## config.mk

```make
export PLATFORM = sky130hd
export DESIGN_NAME = seq_shift4_unit
export DESIGN_NICKNAME = d
export VERILOG_FILES = /design/src/rtl/seq_shift4_unit.sv
export SDC_FILE = /design/constraint.sdc
export NUM_CORES = 1
export LEC_CHECK = 0
export ABC_CLOCK_PERIOD_IN_PS = 1180
export BUFFER_PORTS_ARGS = -buffer_cell sky130_fd_sc_hd__buf_2
export CAP_MARGIN = 20
export CORE_MARGIN = 4
export CORE_UTILIZATION = 30
export DETAILED_ROUTE_END_ITERATION = 10
export HOLD_SLACK_MARGIN = 0.05
export SETUP_SLACK_MARGIN = 0.3
export SKIP_CTS_REPAIR_TIMING = 1
export SLEW_MARGIN = 20
export SYNTH_ARGS = -nofsm -noshare
export SYNTH_HDL_FRONTEND = slang
export SYNTH_SLANG_ARGS = --single-unit
```

## constraint.sdc

```tcl
create_clock -name clk -period 1.18 [get_ports clk]
set_input_delay 0.177 -clock clk [delete_from_list [all_inputs] [get_ports clk]]
set_output_delay 0.177 -clock clk [all_outputs]
set_load 0.02 [all_outputs]
```

## src/rtl/seq_shift4_unit.sv

```systemverilog
// seq_shift4_unit -- multi-cycle shift unit for the integer ALU.
//
// Latches one operand with an op and a shift amount, then applies a single-bit
// shift step per clock until the amount is used up. The final value is
// published on y together with a one-cycle done pulse.
//
// Ports:
//   clk    in   1      rising-edge clock
//   rst    in   1      asynchronous, active-high reset
//   start  in   1      request; accepted in IDLE or DONE, ignored in SHIFT
//   op     in   2      00 LSL, 01 LSR, 10 ASR, 11 ROR
//   a      in   WIDTH  operand, latched with start
//   shamt  in   SHW    shift amount, latched with start
//   busy   out  1      high while shift steps are in progress
//   done   out  1      one-cycle pulse: y valid and final
//   y      out  WIDTH  result register; changes only when an operation completes
module seq_shift4_unit #(
  parameter int WIDTH = 4,
  parameter int SHW   = 3
) (
  input  logic             clk,
  input  logic             rst,
  input  logic             start,
  input  logic [1:0]       op,
  input  logic [WIDTH-1:0] a,
  input  logic [SHW-1:0]   shamt,
  output logic             busy,
  output logic             done,
  output logic [WIDTH-1:0] y
);

  typedef enum logic [1:0] {
    S_IDLE  = 2'd0,
    S_SHIFT = 2'd1,
    S_DONE  = 2'd2
  } state_t;

  localparam logic [1:0] OP_LSL = 2'b00;
  localparam logic [1:0] OP_LSR = 2'b01;
  localparam logic [1:0] OP_ASR = 2'b10;
  localparam logic [1:0] OP_ROR = 2'b11;

  state_t           state_q, state_d;
  logic [WIDTH-1:0] data_q, data_d;
  logic [1:0]       op_q, op_d;
  logic [SHW-1:0]   count_q, count_d;
  logic [WIDTH-1:0] y_q, y_d;
  logic             busy_q, done_q;

  // One single-bit step. Amounts >= WIDTH need no special handling: repeated
  // steps drain to zero (LSL/LSR), saturate to the sign (ASR) or wrap (ROR).
  function automatic logic [WIDTH-1:0] shift_step(input logic [1:0]       o,
                                                  input logic [WIDTH-1:0] d);
    logic [WIDTH-1:0] r;
    case (o)
      OP_LSL:  r = {d[WIDTH-2:0], 1'b0};
      OP_LSR:  r = {1'b0, d[WIDTH-1:1]};
      OP_ASR:  r = {d[WIDTH-1], d[WIDTH-1:1]};
      OP_ROR:  r = {d[0], d[WIDTH-1:1]};
      default: r = d;
    endcase
    return r;
  endfunction

  // NOTE: every signal driven here gets a default first, so no path through
  // the case can leave one unassigned and infer a latch.
  always_comb begin
    state_d = state_q;
    data_d  = data_q;
    op_d    = op_q;
    count_d = count_q;
    y_d     = y_q;

    case (state_q)
      S_IDLE, S_DONE: begin
        if (start) begin
          data_d  = a;
          op_d    = op;
          count_d = shamt;
          if (shamt == '0) begin
            state_d = S_DONE;
            y_d     = a;
          end else begin
            state_d = S_SHIFT;
          end
        end else if (state_q == S_DONE) begin
          state_d = S_IDLE;
        end
      end

      S_SHIFT: begin
        data_d  = shift_step(op_q, data_q);
        count_d = count_q - SHW'(1);
        // count_q == 1 means this edge performs the last step.
        if (count_q == SHW'(1)) begin
          state_d = S_DONE;
          y_d     = data_d;
        end
      end

      default: state_d = S_IDLE;
    endcase
  end

  // NOTE: sequential state uses non-blocking assignments so every register
  // samples the pre-edge values regardless of statement order.
  always_ff @(posedge clk or posedge rst) begin
    if (rst) begin
      state_q <= S_IDLE;
      data_q  <= '0;
      op_q    <= '0;
      count_q <= '0;
      y_q     <= '0;
      busy_q  <= 1'b0;
      done_q  <= 1'b0;
    end else begin
      state_q <= state_d;
      data_q  <= data_d;
      op_q    <= op_d;
      count_q <= count_d;
      y_q     <= y_d;
      // Flags are registered from the next state so they align with it
      // and never glitch.
      busy_q  <= (state_d == S_SHIFT);
      done_q  <= (state_d == S_DONE);
    end
  end

  assign busy = busy_q;
  assign done = done_q;
  assign y    = y_q;

endmodule

```

==> flow_metrics.tcl, run 1 <==
set metrics [dict create \
    io_pins 18 \
    clock_latency_ps 290 \
    cts.clk_slew.worst_paths_ps 100 \
    die-area_um2 3671 \
    yosys.area.top_type "dfrtp_1" \
    setup_viol 10 \
    slew_headroom 0.7346 \
    dieHeight_um 60.59 \
    wl_um 2268 \
    grt-ovfl-total 0 \
    drtPass1Iterations 4 \
    status "complete, but fails checks" \
    fin_worst_skew_ps 4.479 \
    synthXorXnorAreaFrac 0 \
    synth_top_area_share 0.5128 \
    initial_core_util 0.3231 \
    rows 18 \
    grt_use_met1 0.1598 \
    hpwl_um 1558 \
    layout_common_cells "buf_4 (20), dfrtp_1 (16), nand2_1 (14)" \
    slew_violations 0 \
    drtIter0Drc 19 \
    crit_path_max_fanout 4 \
    cp.required_ps 1380 \
    final_hold_viol_count 0 \
    portBuffers 17 \
    synth_simple_gate_area_frac 0.1991 \
    arrival_ps 1560 \
    fillers 242 \
    drive_gt1_frac 0.5504 \
    yosysSeqAreaShare 0.5128 \
    diodes 0 \
    ys_warn_count 0 \
    violations "setup timing" \
    utilization 0.5453 \
    gr-usage-met2 0.2046 \
    grt_pass1_wl_um 3256 \
    numCtsBuffers 3 \
    synth_top_family_by_area "simple AND/OR/NAND/NOR gates" \
    worstSetupPathType "reg -> reg" \
    synth_fa_ha_area_frac 0.03017 \
    min_path_cells 3 \
    cts_tree "done" \
    startpoint_type "register" \
    synthTopCellsByArea "dfrtp_1 (51%), nand2_1 (6.8%), nor2b_1 (3.8%)" \
    power.total_mw 4.137 \
    ys_types 26 \
    synth_cells 82 \
    cts_root_buffer "clkbuf_4" \
    htreeDepth 1 \
    setup_ws_ps -181.9 \
    synthMuxAreaShare 0.02564 \
    synth-compound-area-share 0.1855 \
    min_period_over_period 1.154 \
    peakVddDrop_v 0.001409 \
    via_per_inst 4.849 \
    powerDensity_nw_per_um2 2955 \
    dpl-instance-area_um2 1140 \
    stdcell_area_um2 1400 \
    fin_setup_tns_ps -997.6 \
    leakagePower_nw 0.6559 \
    hold_slack_ps 82.03 \
    grt_max_degree 11 \
    worst_slew_pin_slew_ps 396.8 \
    antenna_found_initial 0 \
    fin_crit_ps 1362 \
    drcViolationCount 0 \
    cp-end-kind "register" \
    min_path_type "in -> reg" \
    postRouteAntennaNets 0 \
    vias 771 \
    chipWidth_um 60.59 \
    final_nets 144 \
    fmax_ghz 0.7343 \
    avgSynthCellArea_um2 10.12 \
    clk_path_buf_depth 2 \
    reg2reg_depth 5 \
    grt_pass1_vias 761 \
    syn2layout_area_growth_pct 68.78 \
    final_common_cell "buf_4" \
    coreArea_um2 2567 \
    grtUsageTotal 0.1226 \
    cts.sinks 17 \
    wire_per_inst_um 14.26 \
    synth_area_um2 829.5 \
    place.gp.congestion 0.7976 \
    postSynthNetCount 96 \
    drv_cap 0 \
    grt_use_met3 0.01915 \
    grt-busiest-layer "met2" \
    synth_seq_cells 17 \
    rsz0062_at_grt "true" \
]
-- logic make-up (layout without fill, tap and decap cells) --
group,Yosys count,count (layout)
fa+ha+maj,2,2
mux,2,2
flops,17,17
simple gates,33,33
buf+inv,8,54
compound gates,20,21
-- layout make-up --
type                    count  area, um2  share of cell area
clock buffers               4      26.28             0.01877
inverters                   5      21.27             0.01519
multi-input cells          58      519.2              0.3709
flip-flops and latches     17      426.7              0.3047
well taps                  30      37.54             0.02681
repair buffers             45      369.1              0.2636
-- worst max-delay path, stage by stage, from the launching register on --
cell	delay, ps
dfrtp_1	400
inv_2	80
ha_4	130
and4bb_2	310
o22ai_4	100
o31ai_1	250
-- worst paths after layout --
| path | startpoint | to | slack [ps] |
|---|---|---|---|
| max in group asynchronous | rst | state_q[0] | 470 |
| setup reg to reg | count_q[1] | y[3] | -180 |
| min in group asynchronous | rst | op_q[0] | 400 |
| hold reg to reg | y[2] | y[2] | 530 |
| setup / recovery | count_q[1] | y[3] | -180 |
| hold / removal | op[0] | op_q[0] | 80 |
-- synthesized netlist by cell type, drive strengths merged --
cell and number:
and4bb 1, a31oi 2, a221oi 1, inv 5, nand2b 2, o21ai 2, o31ai 3, a211oi 3
a21oi 2, a221o 2, mux2i 1, dfrtp 17, nor3 1, nand2 15, nor3b 1, a311oi 1
mux2 1, buf 3, o22ai 3, nor2b 5, o21bai 1, nor2 8, ha 2
-- report_power, final --
part	switching [mW]	total (mW)	internal [mW]
registers	0.255	1.13	0.876
logic	1.21	2.69	1.48
clock network	0.185	0.316	0.131
-- state kept, by name (all words and copies together) (netlist names) --
| register | count |
|---|---|
| op_q | 2 |
| busy | 1 |
| state_q | 2 |
| data_q | 4 |
| done | 1 |
| count_q | 3 |
| y | 4 |
-- stage by stage --
stage | setup slack (ps) | instances
after global placement | -112.4 | 146
after floorplan | -23.54 | 82
after global routing | -242.3 | 159
after detailed placement | -135.2 | 146
after CTS | -161.3 | 150
final | -181.9 | 159
-- metal layers --
layer,vias up,wire (um),share of wire
li1,385,-,-
met4,0,13,0.0057
met1,371,1023,0.45
met3,2,71,0.031
met2,13,1159,0.51
met5,-,0,0
No activity file was read; power rests on OpenSTA's default activity.
==> run 2, diff against run 1 <==
--- a/config.mk
+++ b/config.mk
@@ -12,6 +12,7 @@
 export CORE_UTILIZATION = 30
 export DETAILED_ROUTE_END_ITERATION = 10
 export HOLD_SLACK_MARGIN = 0.05
+export REMOVE_ABC_BUFFERS = 1
 export SETUP_SLACK_MARGIN = 0.3
 export SKIP_CTS_REPAIR_TIMING = 1
 export SLEW_MARGIN = 20
==> flow_metrics.tcl, run 2 (synthesis results as in run 1) <==
set metrics [dict create \
    status "complete, but fails checks" \
    violations "setup timing" \
    wire_per_inst_um 13.58 \
    final_common_cell "buf_4" \
    drtPass1Iterations 4 \
    fmax_ghz 0.7719 \
    portBuffers 17 \
    p_switching_mw 1.694 \
    drtIter0Drc 9 \
    powerDensity_nw_per_um2 2934 \
    dieHeight_um 60.59 \
    peakVddDrop_v 0.001648 \
    fin_worst_skew_ps 15.53 \
    cts.clk_slew.worst_paths_ps 90 \
    gr-usage-met2 0.1679 \
    power.total_mw 4.178 \
    stdcell_area_um2 1424 \
    stdcell_count 159 \
    via_per_inst 4.981 \
    worstSetupPathType "reg -> reg" \
    chipWidth_um 60.59 \
    die-area_um2 3671 \
    syn2layout_area_growth_pct 71.64 \
    clock_latency_ps 300 \
    grt-ovfl-total 0 \
    seqPwrFrac 0.274 \
    io_pins 18 \
    cp.required_ps 1350 \
    min_period_over_period 1.098 \
    final_nets 144 \
    grt_pass1_wl_um 3063 \
    cp-end-kind "register" \
    vias 792 \
    slowest_stage "dfrtp_1" \
    slew_headroom 0.7953 \
    fin_setup_tns_ps -915.0 \
    grt-busiest-layer "met2" \
    final_hold_viol_count 0 \
    p_int_mw 2.484 \
    grtUsageTotal 0.1132 \
    switching_share 0.4056 \
    wl_um 2160 \
    layout_common_cells "buf_4 (19), dfrtp_1 (15), buf_6 (14)" \
    slew_violations 0 \
    cts_tree "done" \
    p_clk_frac 0.075 \
    worst_slew_pin_slew_ps 307.1 \
    grt_use_met1 0.1596 \
    diodes 0 \
    comb_power_share 0.652 \
    crit_path_max_fanout 3 \
    utilization 0.5546 \
    fin_crit_ps 1296 \
    rows 18 \
    hpwl_um 1410 \
    initial_core_util 0.3231 \
    place.gp.congestion 0.8029 \
    numCtsBuffers 3 \
    drcViolationCount 0 \
    startpoint_type "register" \
    drv_cap 0 \
    dpl-instance-area_um2 1082 \
    rsz0062_at_grt "true" \
    grt_pass1_vias 714 \
    clk_path_buf_depth 2 \
    postRouteAntennaNets 0 \
    min_path_type "in -> reg" \
    placed_cells 146 \
    cts.sinks 17 \
    htreeDepth 1 \
    cp_cell_sequence "mux2_4 > a221oi_4 > o21ai_1" \
    grt_max_degree 18 \
    setup_viol 10 \
    antenna_found_initial 0 \
    arrival_ps 1460 \
    critPathMaxStageDelay_ps 430 \
    coreArea_um2 2567 \
    setup_ws_ps -115.6 \
    leakagePower_nw 0.6788 \
    grt_use_met3 0.04468 \
    cts_root_buffer "clkbuf_4" \
    drive_gt1_frac 0.6512 \
]
run 2: changes by cell type in the layout (fill, tap and decap cells not counted), moves of 2 or more:
cell | before | now
buf_6 | 11 | 14
nand2_1 | 14 | 8
nand2_2 | 1 | 6
nor2_4 | 2 | 0
o22ai_2 | 1 | 3
o22ai_4 | 2 | 0
o31ai_1 | 2 | 0
o31ai_4 | 0 | 2
run 2: worst paths after layout:
path | startpoint | endpoint | cells past startpoint | slack, ps
hold / removal | op[0] | op_q[0] | 3 | 90
setup / recovery | op_q[0] | data_q[3] | 3 | -120
max in group asynchronous | rst | count_q[0] | 4 | 560
hold reg to reg | y[1] | y[1] | 2 | 540
setup reg to reg | op_q[0] | data_q[3] | 3 | -120
min in group asynchronous | rst | busy | 4 | 420
run 2: power by group through the flow:
stage / Clock (mW) / Combinational [mW] / Sequential (mW)
floorplan: 0 / 0.842 / 1.16
global placement: 0 / 1.72 / 1.05
detailed placement: 0 / 1.76 / 1.06
CTS: 0.317 / 1.76 / 1.05
global route: 0.343 / 2.94 / 1.18
finish: 0.312 / 2.72 / 1.14
run 2: area by class of cell:
cell class	instances	area, um2
Clock inverter	1	5.005
Inverter	5	18.77
Fill cell	235	1144
Clock buffer	3	22.52
Sequential cell	17	427.9
Tap cell	30	37.54
Multi-Input combinational cell	58	546.8
Timing Repair Buffer	45	365.4
run 2: through the flow:
stage,hold slack (ps),setup WS [ps]
final,91.18,-115.6
after global routing,97.92,-171.6
after CTS,-123.7,-207.2
after detailed placement,199.5,-197.6
after global placement,198.1,-144.1
after floorplan,103.1,-328.1
run 2: per-layer routing:
layer  part of all wire  vias to the layer above  wire [um]
li1                   -                      387          -
met1               0.44                      384        942
met2               0.51                       19       1106
met3              0.046                        2        100
met4             0.0046                        0         10
met5                  0                        -          0
run 2: worst max-delay path: cells and delay by family, from the launching register on:
family | cells | cell delay [ps]
AOI/OAI and AO/OA | 2 | 430
DFF | 1 | 430
muxes | 1 | 320
==> run 3, diff against run 2 <==
--- a/config.mk
+++ b/config.mk
@@ -11,7 +11,9 @@
 export CORE_MARGIN = 4
 export CORE_UTILIZATION = 30
 export DETAILED_ROUTE_END_ITERATION = 10
+export GPL_TIMING_DRIVEN = 0
 export HOLD_SLACK_MARGIN = 0.05
+export PLACE_DENSITY_LB_ADDON = 0.25
 export REMOVE_ABC_BUFFERS = 1
 export SETUP_SLACK_MARGIN = 0.3
 export SKIP_CTS_REPAIR_TIMING = 1
==> flow_metrics.tcl, run 3 (synthesis results as in run 1) <==
set metrics [dict create \
    crit_end "y[3]" \
    chipWidth_um 60.59 \
    switching_share 0.4082 \
    violations "hold timing, setup timing" \
    io_pins 18 \
    drtIter0Drc 8 \
    hold_slack_ps -48.10 \
    clock_latency_ps 300 \
    drv_cap 0 \
    p_clk_frac 0.087 \
    cts.sinks 17 \
    powerDensity_nw_per_um2 2865 \
    via_per_inst 4.918 \
    grt_pass1_vias 618 \
    cts_tree "done" \
    setup_viol 10 \
    syn2layout_area_growth_pct 53.85 \
    reg2reg_depth 5 \
    initial_core_util 0.3231 \
    fillers 245 \
    slew_violations 0 \
    wl_um 2018 \
    cp-startpoint "count_q[0]" \
    layout_common_cells "dfrtp_1 (16), buf_4 (12), nand2_1 (11), buf_2 (11), buf_6 (8)" \
    min_period_over_period 1.121 \
    diodes 0 \
    fmax_ghz 0.7561 \
    cp-end-kind "register" \
    arrival_ps 1540 \
    placed_cells 126 \
    final_nets 132 \
    seqPwrFrac 0.320 \
    min_path_type "in -> async" \
    numCtsBuffers 3 \
    cts_root_buffer "clkbuf_4" \
    cp.required_ps 1400 \
    p_int_mw 2.164 \
    htreeDepth 1 \
    worstSetupPathType "reg -> reg" \
    stdcell_count 147 \
    grtUsageTotal 0.1066 \
    grt_pass1_wl_um 2760 \
    pre_cts_ws_ps -749.0 \
    peakVddDrop_v 0.001369 \
    fin_worst_skew_ps 9.969 \
    r2r-start "count_q[0]" \
    dieHeight_um 60.59 \
    drtPass1Iterations 4 \
    rows 18 \
    clk_path_buf_depth 2 \
    crit_path_max_fanout 5 \
    vias 723 \
    startpoint_type "register" \
    reg2reg_to "y[3]" \
    grt_max_degree 18 \
    cts.clk_slew.worst_paths_ps 110 \
    p_switching_mw 1.492 \
    fin_crit_ps 1323 \
    leakagePower_nw 0.5997 \
    antenna_found_initial 0 \
    grt-ovfl-total 0 \
    place.gp.congestion 0.7327 \
    reg2reg_slack_ps -140 \
    setup_ws_ps -142.6 \
    die-area_um2 3671 \
    comb_power_share 0.592 \
    final_hold_viol_count 17 \
    rsz0062_at_grt "true" \
    utilization 0.4971 \
    worst_slew_pin_slew_ps 659.1 \
    drive_gt1_frac 0.5214 \
    slew_headroom 0.5601 \
    portBuffers 17 \
    coreArea_um2 2567 \
    drcViolationCount 0 \
    status "complete, but fails checks" \
    final_common_cell "dfrtp_1" \
    wire_per_inst_um 13.73 \
    postRouteAntennaNets 0 \
]
## run 3: changes by cell type in the layout (fill, tap and decap cells not counted), moves of 2 or more
cell / delta
o22ai_4: +2
o31ai_4: -2
buf_6: -6
o22ai_1: +2
nand2_1: +3
nand2_2: -2
nor2_4: +2
o22ai_2: -3
buf_4: -7
nor2_2: -2
## run 3: worst min-delay path by stage
stage	to	slack, ps	depth (start not counted)
final	op_q[0]	-50	2
after global placement	state_q[0]	310	2
after CTS	y[1]	-20	2
after floorplan	busy	100	1
after detailed placement	state_q[0]	310	2
after global routing	op_q[1]	10	2
## run 3: power groups by stage
stage                     clock (mW)  combinational (mW)  sequential [mW]
after global placement             0                1.25             1.07
final                          0.319                2.17             1.17
after floorplan                    0               0.842             1.16
after CTS                      0.338                1.26             1.07
after detailed placement           0                1.26             1.08
after global routing           0.356                2.34             1.22
## run 3: layer usage
layer / vias to the layer above / GRT usage / routed length [um]
li1: 362 / - / -
met1: 343 / 0.1273 / 861
met2: 16 / 0.1664 / 1045
met3: 2 / 0.02128 / 84
met4: 0 / 0.08359 / 27
met5: - / 0 / 0
## run 3: layout make-up
| class | count | area [um2] | share of cell area |
|---|---|---|---|
| multi-input cells | 58 | 495.5 | 0.3882 |
| clock buffers | 3 | 22.52 | 0.01765 |
| flip-flops and latches | 17 | 426.7 | 0.3343 |
| inverters | 5 | 18.77 | 0.01471 |
| well taps | 30 | 37.54 | 0.02941 |
| clock inverters | 1 | 5.005 | 0.003922 |
| repair buffers | 33 | 270.3 | 0.2118 |
## run 3: per-stage QoR
| stage | area (um2) | TNS (ps) | power (mW) |
|---|---|---|---|
| CTS | 959.7 | -7943 | 2.668 |
| finish | 1276 | -1019 | 3.656 |
| detailed placement | 932.1 | -7658 | 2.341 |
| floorplan | 809.5 | -2453 | 2.005 |
| global placement | 932.1 | -7655 | 2.318 |
| global route | 1276 | -1543 | 3.918 |
## run 3: worst max-delay path, stage by stage, from the launching register on
cell      delay [ps]
dfrtp_1          450
ha_4             180
and4bb_2         270
o22ai_4          190
nand2_1          100
o31ai_2           60
